[src/rtl/adc_capture_pkg.sv]
// adc_capture_pkg: shared encodings for the ADC capture engine.
//   MODE_*  : trigger-mode values presented on cfg_mode
//   state_t : capture FSM state encoding
package adc_capture_pkg;

  localparam logic [1:0] MODE_FREE = 2'd0;
  localparam logic [1:0] MODE_RISE = 2'd1;
  localparam logic [1:0] MODE_FALL = 2'd2;
  localparam logic [1:0] MODE_EXT  = 2'd3;

  typedef enum logic [1:0] {
    ST_IDLE    = 2'd0,
    ST_ARMED   = 2'd1,
    ST_CAPTURE = 2'd2
  } state_t;

endpackage

[src/rtl/sync_fifo.sv]
// sync_fifo: single-clock FIFO with a registered (show-ahead) output stage.
// Capacity is DEPTH entries counting the output register, so "full" means
// DEPTH words are held in total. A write is accepted when full if the output
// word is consumed in the same cycle.
// Ports:
//   clk, rst              : clock, synchronous active-high reset
//   wr_en, wr_data        : write request and data
//   wr_accept             : write request taken this cycle
//   full, empty           : occupancy flags
//   rd_ready              : consumer ready (AXI-Stream style)
//   rd_valid, rd_data     : registered output word; held while not consumed
module sync_fifo #(
  parameter int WIDTH = 17,
  parameter int DEPTH = 16
) (
  input  logic             clk,
  input  logic             rst,
  input  logic             wr_en,
  input  logic [WIDTH-1:0] wr_data,
  output logic             wr_accept,
  output logic             full,
  output logic             empty,
  input  logic             rd_ready,
  output logic             rd_valid,
  output logic [WIDTH-1:0] rd_data
);

  localparam int AW = (DEPTH > 1) ? $clog2(DEPTH) : 1;

  logic [WIDTH-1:0] mem [DEPTH];
  logic [AW-1:0]    wr_ptr, rd_ptr;
  logic [AW:0]      count;
  logic             rd_fire, push, pop;

  assign rd_fire   = rd_valid & rd_ready;
  assign full      = (count + {{AW{1'b0}}, rd_valid}) == (AW+1)'(DEPTH);
  assign empty     = ~rd_valid;
  assign wr_accept = wr_en & (~full | rd_fire);
  assign push      = wr_accept;
  // refill the output register whenever it is empty or being drained
  assign pop       = (count != '0) & (~rd_valid | rd_fire);

  always_ff @(posedge clk) begin
    if (push) mem[wr_ptr] <= wr_data;
  end

  always_ff @(posedge clk) begin
    if (rst) begin
      wr_ptr   <= '0;
      rd_ptr   <= '0;
      count    <= '0;
      rd_valid <= 1'b0;
      rd_data  <= '0;
    end else begin
      if (push) wr_ptr <= wr_ptr + 1'b1;
      if (pop) begin
        rd_data  <= mem[rd_ptr];
        rd_ptr   <= rd_ptr + 1'b1;
        rd_valid <= 1'b1;
      end else if (rd_fire) begin
        rd_valid <= 1'b0;
      end
      count <= count + {{AW{1'b0}}, push} - {{AW{1'b0}}, pop};
    end
  end

endmodule

[src/rtl/adc_capture_mc.sv]
// adc_capture_mc: multi-channel ADC capture engine. Samples CHANNELS lanes on
// each adc_clk rising edge, decimates, waits for an armed trigger, then
// streams one FRAME_LEN-beat frame over AXI4-Stream through sync_fifo.
// Optional feature macro: ADC_CAPTURE_EXT_TRIG_EN enables the ext_trig
// synchroniser and mode 3; without it mode 3 acts as free-run.
// Ports:
//   axi_aclk, axi_areset  : clock, synchronous active-high reset
//   adc_clk, adc_data     : sample strobe and packed lanes
//   cfg_*                 : arm pulse, trigger mode/level/lane, decimation
//   ext_trig              : asynchronous external trigger
//   axis_*                : AXI4-Stream output (tdata = lanes, tlast = end of frame)
//   busy, done, overflow  : status (ARMED/CAPTURE, last beat written, sticky drop)
//
// state      | meaning
// ST_IDLE    | waiting for cfg_arm
// ST_ARMED   | evaluating kept samples against the trigger condition
// ST_CAPTURE | writing kept samples to the FIFO until the last beat
module adc_capture_mc
  import adc_capture_pkg::*;
#(
  parameter int CHANNELS   = 2,
  parameter int DATA_W     = 8,
  parameter int FRAME_LEN  = 256,
  parameter int FIFO_DEPTH = 16,
  parameter int DECIM_W    = 8,
  localparam int LW        = CHANNELS * DATA_W,
  localparam int CH_W      = (CHANNELS > 1) ? $clog2(CHANNELS) : 1
) (
  input  logic              axi_aclk,
  input  logic              axi_areset,
  input  logic              adc_clk,
  input  logic [LW-1:0]     adc_data,
  input  logic              cfg_arm,
  input  logic [1:0]        cfg_mode,
  input  logic [DATA_W-1:0] cfg_level,
  input  logic [CH_W-1:0]   cfg_chan,
  input  logic [DECIM_W-1:0] cfg_decim,
  input  logic              ext_trig,
  output logic              axis_tvalid,
  input  logic              axis_tready,
  output logic [LW-1:0]     axis_tdata,
  output logic              axis_tlast,
  output logic              busy,
  output logic              done,
  output logic              overflow
);

  localparam int BW = $clog2(FRAME_LEN);

  state_t              state, state_nxt;
  logic                clk_d, strobe, smp_stb, keep, trig, ext_hit;
  logic [LW-1:0]       smp;
  logic [DECIM_W-1:0]  dec_cnt;
  logic [DATA_W-1:0]   lane_val, prev;
  logic                prev_valid;
  logic [BW-1:0]       beat_cnt;
  logic                last_beat, arm_clr, wr_en, wr_accept;
  logic                unused_full, unused_empty;
  logic [LW:0]         fifo_out;

  assign strobe    = adc_clk & ~clk_d;
  assign keep      = smp_stb & (dec_cnt == '0);
  assign last_beat = beat_cnt == BW'(FRAME_LEN - 1);
  assign busy      = (state != ST_IDLE);

  always_comb begin
    lane_val = '0;
    for (int k = 0; k < CHANNELS; k++)
      if (cfg_chan == CH_W'(k)) lane_val = smp[k*DATA_W +: DATA_W];
  end

`ifdef ADC_CAPTURE_EXT_TRIG_EN
  logic ext_s1, ext_s2, ext_d, ext_seen;

  // an edge seen while armed stays latched until a later kept sample uses it
  always_ff @(posedge axi_aclk) begin
    if (axi_areset) begin
      ext_s1   <= 1'b0;
      ext_s2   <= 1'b0;
      ext_d    <= 1'b0;
      ext_seen <= 1'b0;
    end else begin
      ext_s1 <= ext_trig;
      ext_s2 <= ext_s1;
      ext_d  <= ext_s2;
      if (arm_clr) ext_seen <= 1'b0;
      else if (state == ST_ARMED && ext_s2 && !ext_d) ext_seen <= 1'b1;
    end
  end
  assign ext_hit = ext_seen | (ext_s2 & ~ext_d);
`else
  logic unused_ext;
  assign unused_ext = ext_trig;
  assign ext_hit    = 1'b1;
`endif

  always_comb begin
    trig = 1'b0;
    case (cfg_mode)
      MODE_FREE: trig = 1'b1;
      MODE_RISE: trig = prev_valid && (prev <  cfg_level) && (lane_val >= cfg_level);
      MODE_FALL: trig = prev_valid && (prev >= cfg_level) && (lane_val <  cfg_level);
      MODE_EXT:  trig = ext_hit;
      default:   trig = 1'b0;
    endcase
  end

  assign wr_en = keep && ((state == ST_ARMED && trig) || state == ST_CAPTURE);

  always_comb begin
    state_nxt = state;
    arm_clr   = 1'b0;
    case (state)
      ST_IDLE: if (cfg_arm) begin
        state_nxt = ST_ARMED;
        arm_clr   = 1'b1;
      end
      // a dropped trigger beat still starts the frame; beat 0 is the next accepted sample
      ST_ARMED:   if (wr_en) state_nxt = ST_CAPTURE;
      ST_CAPTURE: if (wr_accept && last_beat) state_nxt = ST_IDLE;
      default:    state_nxt = ST_IDLE;
    endcase
  end

  always_ff @(posedge axi_aclk) begin
    if (axi_areset) state <= ST_IDLE;
    else            state <= state_nxt;
  end

  always_ff @(posedge axi_aclk) begin
    if (axi_areset) begin
      clk_d      <= 1'b0;
      smp_stb    <= 1'b0;
      smp        <= '0;
      dec_cnt    <= '0;
      prev       <= '0;
      prev_valid <= 1'b0;
      beat_cnt   <= '0;
      overflow   <= 1'b0;
      done       <= 1'b0;
    end else begin
      clk_d   <= adc_clk;
      smp_stb <= strobe;
      if (strobe) smp <= adc_data;
      if (arm_clr) begin
        dec_cnt    <= '0;
        prev       <= '0;
        prev_valid <= 1'b0;
        beat_cnt   <= '0;
        overflow   <= 1'b0;
      end else begin
        if (smp_stb) dec_cnt <= (dec_cnt >= cfg_decim) ? '0 : dec_cnt + 1'b1;
        if (state == ST_ARMED && keep && !trig) begin
          prev       <= lane_val;
          prev_valid <= 1'b1;
        end
        if (wr_accept) beat_cnt <= last_beat ? '0 : beat_cnt + 1'b1;
        if (wr_en && !wr_accept) overflow <= 1'b1;
      end
      done <= wr_accept & last_beat;
    end
  end

  sync_fifo #(
    .WIDTH (LW + 1),
    .DEPTH (FIFO_DEPTH)
  ) u_fifo (
    .clk       (axi_aclk),
    .rst       (axi_areset),
    .wr_en     (wr_en),
    .wr_data   ({last_beat, smp}),
    .wr_accept (wr_accept),
    .full      (unused_full),
    .empty     (unused_empty),
    .rd_ready  (axis_tready),
    .rd_valid  (axis_tvalid),
    .rd_data   (fifo_out)
  );

  assign axis_tdata = fifo_out[LW-1:0];
  assign axis_tlast = fifo_out[LW];

endmodule

[config.mk]
export PLATFORM = sky130hd
export DESIGN_NAME = adc_capture_mc
export DESIGN_NICKNAME = d
export VERILOG_FILES = /design/src/rtl/adc_capture_pkg.sv /design/src/rtl/sync_fifo.sv /design/src/rtl/adc_capture_mc.sv
export SDC_FILE = /design/constraint.sdc
export NUM_CORES = 1
export LEC_CHECK = 0
export CAP_MARGIN = 20
export CELL_PAD_IN_SITES_DETAIL_PLACEMENT = 0
export CELL_PAD_IN_SITES_GLOBAL_PLACEMENT = 1
export CORE_UTILIZATION = 40
export CTS_CLUSTER_SIZE = 10
export DETAILED_ROUTE_END_ITERATION = 10
export HOLD_SLACK_MARGIN = 0.02
export MAX_ROUTING_LAYER = met4
export PLACE_DENSITY = 0.62
export SYNTH_ARGS = -nofsm -noshare
export SYNTH_HDL_FRONTEND = slang
export SYNTH_SLANG_ARGS = --single-unit
[constraint.sdc]
create_clock -name axi_aclk -period 6.6 [get_ports axi_aclk]
set_clock_uncertainty 0.15 [all_clocks]
set_input_delay 1.32 -clock axi_aclk [delete_from_list [all_inputs] [get_ports axi_aclk]]
set_output_delay 1.32 -clock axi_aclk [all_outputs]
set_load 0.005 [all_outputs]
==> reports/qor.csv <==
stage,metric,value,unit
sta,smallest hold slack,295,ps
cells_and_area,share of final-layout standard cells stronger than drive strength 1,18.3,%
critical_path,Critical Path Fanout Max,15,
run,count of maximum capacitance violations,0,
critical_path,kind of cell adding the most delay to the critical path,adder cells,
synthesis,post-synthesis register bit count,350,
critical_path,element type at the critical path end,flop,
global_routing,pin count of the biggest net entering global routing,72,
critical_path,max incr delay on CP,750,ps
cells_and_area,final layout net count,1057,
floorplan,Std-Cell Core Area,0.0356,mm^2
floorplan,Placement Rows,69,
synthesis,number of enable-type register cells in the synthesized netlist,272,
sta,top achievable clock speed,186,MHz
synthesis,average size of a mapped cell,16.5,um^2
clock_tree,clock tree root driver cell,sky130_fd_sc_hd__clkbuf_16,
critical_path,Crit-path slowest cell,sky130_fd_sc_hd__clkdlybuf4s50_1,
worst_hold_path,Min-Delay Path Class,flop to flop,
clock_tree,CTS tree,done,
global_routing,number of global-route vias before repair,8070,
clock_tree,clock-pin transition on the worst setup and hold timing paths,60,ps
floorplan,area of the die,0.0370,mm^2
clock_tree,insertion delay of the later-clocked pin in the worst-skew pair,530,ps
detailed_routing,total iterations of the first detailed-routing run,4,
sta,final critical-path share of the clock period,81.4,%
power_and_ir_drop,total power,0.00574,W
synthesis,sequential cell area fraction in the yosys report,67.2,%
floorplan,die height,192,um
placement,global placer's final weighted congestion,0.798,
critical_path,Critical Path Stages,17,
detailed_routing,final antenna-violating net count,0,
clock_tree,setup repair bufs after CTS,0,
floorplan,number of I/O pins,62,
critical_path,Critical Path AT,5670,ps
worst_hold_path,hold depth,1,
sta,transition time of the tightest slew-check pin,1050,ps
critical_path,reg-to-reg setup timing slack,2160,ps
placement,HPWL after DPL,18.7,mm
critical_path,series of cell instances along the critical path,clkdlybuf4s50_1 -> mux2_2 -> ha_1 -> a21oi_1 -> o2111ai_1 -> a211oi_2 -> nand3_2 -> nand2_2 -> inv_2 -> ha_1 -> inv_1 -> ha_1 -> fa_1 -> a21oi_1 -> nor2_1 -> or3_1 -> a21oi_1,
clock_tree,clock sink count,350,
floorplan,width of the die,192,um
global_routing,antenna violations before repair,0,
detailed_routing,post-route DRC violation count,0,
global_routing,met1 track demand over resource,24.5,%
detailed_routing,Via density,5.24,
synthesis,number of distinct library cells after synthesis,57,
clock_tree,CTS HTree Levels,2,
power_and_ir_drop,standby leakage power,5.74,nW
detailed_routing,post-detailed-routing wire length,32.0,mm
sta,Max transition margin,29.9,%
critical_path,CP startpoint kind,primary input,
synthesis,fraction of registers with async set/reset,0,%
synthesis,Yosys warning total,0,
power_and_ir_drop,maximum ir drop on the vdd rail,0.178,mV
critical_path,worst path bufs/invs,3,
placement,number of I/O port buffers,60,
clock_tree,post-cts repair resize count,0,
synthesis,instance count of the mapped netlist,879,
critical_path,Reg2Reg Launch Point,smp[15],
global_routing,global route total overflow,0,
worst_hold_path,hold-critical path endpoint,smp_stb,
clock_tree,maximum buffer depth of the clock tree,3,
detailed_routing,average routed wire per standard cell,21.9,um
sta,final setup violation count,0,
worst_hold_path,hold path startpoint,clk_d,
floorplan,Initial Util,40.7,%
critical_path,FF-to-FF path depth,16,
global_routing,layer with the highest usage,met2,
power_and_ir_drop,pwr dens,338,mW/mm^2
critical_path,critical path data required time,6900,ps
run_status,status,"finished, final reports clean",
detailed_routing,drt initial violations,484,
synthesis,commonest register cell after synthesis,sky130_fd_sc_hd__edfxtp_1,
synthesis,summed instance area of the synthesized netlist,0.0145,mm^2
sta,setup TNS,0,ps
clock_tree,hold buffer count at cts,0,
critical_path,class of the most critical setup path,primary input to flop,
sta,setup repair after global routing missed its margin,no,
clock_tree,Inserted Clock Buffers,41,
global_routing,global routing met3 resource utilization,2.42,%
detailed_routing,routed vias,7679,
global_routing,overall track demand over capacity in global routing,18.7,%
sta,number of endpoints with negative hold slack in the final report,0,
sta,shortest clock period the worst path allows after layout,5370,ps
sta,total count of max-transition violations in the final report,0,
cells_and_area,growth of design area from synthesis to finish,17.2,%
cells_and_area,Layout fillers,3082,
global_routing,met2 Usage GRT,30.6,%
global_routing,global-route wire length before repair,49.0,mm
critical_path,endpoint of the worst-slack reg-to-reg timing path,u_fifo.count[4],
synthesis,synthesized net count,965,
## cell families (layout without fill, tap and decap cells)
kind of cell	count (synthesis)	in the layout	synth area share (%)
flops	350	350	67.2
simple gates	184	184	6.29
mux	121	121	15.8
compound gates	88	88	3.74
buf+inv	76	200	2.16
fa+ha+maj	45	45	3.94
xor+xnor	15	15	0.907
other cells	0	1	0
## where the power goes
group,switching (W),internal [W]
Clock,0.000843,0.00119
Combinational,0.000473,0.000651
Sequential,0.000130,0.00245
Total,0.00145,0.00430
## flip-flops by register name, indices dropped and copies added, names as in the netlist
signal,flops
smp,16
dec_cnt,8
overflow,1
u_fifo.count,5
u_fifo.wr_ptr,4
state,2
u_fifo.rd_valid,1
u_fifo.rd_ptr,4
prev_valid,1
beat_cnt,8
done,1
prev,8
clk_d,1
smp_stb,1
u_fifo.mem,272
u_fifo.rd_data,17
## metrics by stage
stage / utilization (%) / area (um^2) / instances / worst slack [ps]
after detailed placement: 44.3 / 15800 / 1389 / 717
after floorplan: - / 14500 / 879 / 1590
after CTS: 47.7 / 17000 / 1464 / 1240
after global placement: 44.3 / 15800 / 1389 / 727
after global routing: 47.7 / 17000 / 1464 / 955
final: 47.7 / 17000 / 1465 / 1230
## layout make-up
type	count	area [um^2]	area share, %
Clock inverter	4	46.3	0.273
Clock buffer	71	1160	6.82
Antenna cell	1	2.50	0.0147
Multi-Input combinational cell	453	4460	26.2
Inverter	35	131	0.774
Tap cell	461	577	3.40
Sequential cell	350	9730	57.3
Timing Repair Buffer	90	871	5.13
## placed cells by master (no fill, tap or decap), drive strengths merged, types with 16 or more instances in the layout
master	synthesis	layout
ha	44	44
clkbuf	24	71
mux4	85	85
a21oi	39	39
mux2i	27	27
dfxtp	78	78
and3	16	16
o21ai	18	18
edfxtp	272	272
clkdlybuf4s50	0	59
inv	35	36
nor2	57	57
nand2	50	50
buf	17	31
## layer usage
| layer | share of wire, % | vias to the layer above | wire, um |
|---|---|---|---|
| li1 | - | 3597 | - |
| met1 | 42 | 3853 | 13600 |
| met2 | 49 | 182 | 15700 |
| met3 | 6.5 | 47 | 2090 |
| met4 | 2.0 | 0 | 626 |
| met5 | 0 | - | 0 |
## synth_stat cells, drive strengths merged, types with 2 or more instances
cell type | instances | area share [%]
xor2 | 8 | 0.48
nor3 | 7 | 0.28
inv | 35 | 0.91
nand2b | 5 | 0.22
mux2 | 9 | 0.70
mux4 | 85 | 13
ha | 44 | 3.8
nor2 | 57 | 1.5
a211oi | 5 | 0.29
nor3b | 3 | 0.16
xnor2 | 7 | 0.42
nor4b | 2 | 0.22
o211ai | 3 | 0.16
mux2i | 27 | 1.9
o21ai | 18 | 0.62
o21bai | 2 | 0.10
a21o | 4 | 0.21
nand4 | 8 | 0.35
nand2 | 50 | 1.3
a21oi | 39 | 1.3
and2 | 2 | 0.086
or3 | 3 | 0.13
edfxtp | 272 | 56
nand3 | 11 | 0.41
nor2b | 15 | 0.65
buf | 17 | 0.63
dfxtp | 78 | 11
nand3b | 2 | 0.10
a2111oi | 3 | 0.22
clkbuf | 24 | 0.62
a31oi | 4 | 0.17
and3 | 16 | 0.69
## worst reg2reg max path, cell delays in order, from the launching register on
cell and delay (ps):
sky130_fd_sc_hd__dfxtp_1 780, sky130_fd_sc_hd__mux2_2 310, sky130_fd_sc_hd__ha_1 260, sky130_fd_sc_hd__a21oi_1 210, sky130_fd_sc_hd__o2111ai_1 180, sky130_fd_sc_hd__a211oi_2 420, sky130_fd_sc_hd__nand3_2 130, sky130_fd_sc_hd__nand2_2 230
sky130_fd_sc_hd__inv_2 100, sky130_fd_sc_hd__ha_1 280, sky130_fd_sc_hd__inv_1 40, sky130_fd_sc_hd__ha_1 190, sky130_fd_sc_hd__fa_1 410, sky130_fd_sc_hd__a21oi_1 160, sky130_fd_sc_hd__nor2_1 60, sky130_fd_sc_hd__or3_1 340
sky130_fd_sc_hd__a21oi_1 130
## how the worst max path moves through the flow
stage | from | endpoint | slack (ps)
after floorplan | cfg_chan | u_fifo.mem[3][0] | 1590
after global placement | cfg_chan | u_fifo.count[4] | 730
after detailed placement | cfg_chan | u_fifo.count[4] | 720
after CTS | cfg_chan | u_fifo.count[4] | 1240
after global routing | cfg_chan | u_fifo.count[4] | 960
final | cfg_chan | u_fifo.count[4] | 1230
Note: power is estimated with default switching activity, not from simulation.
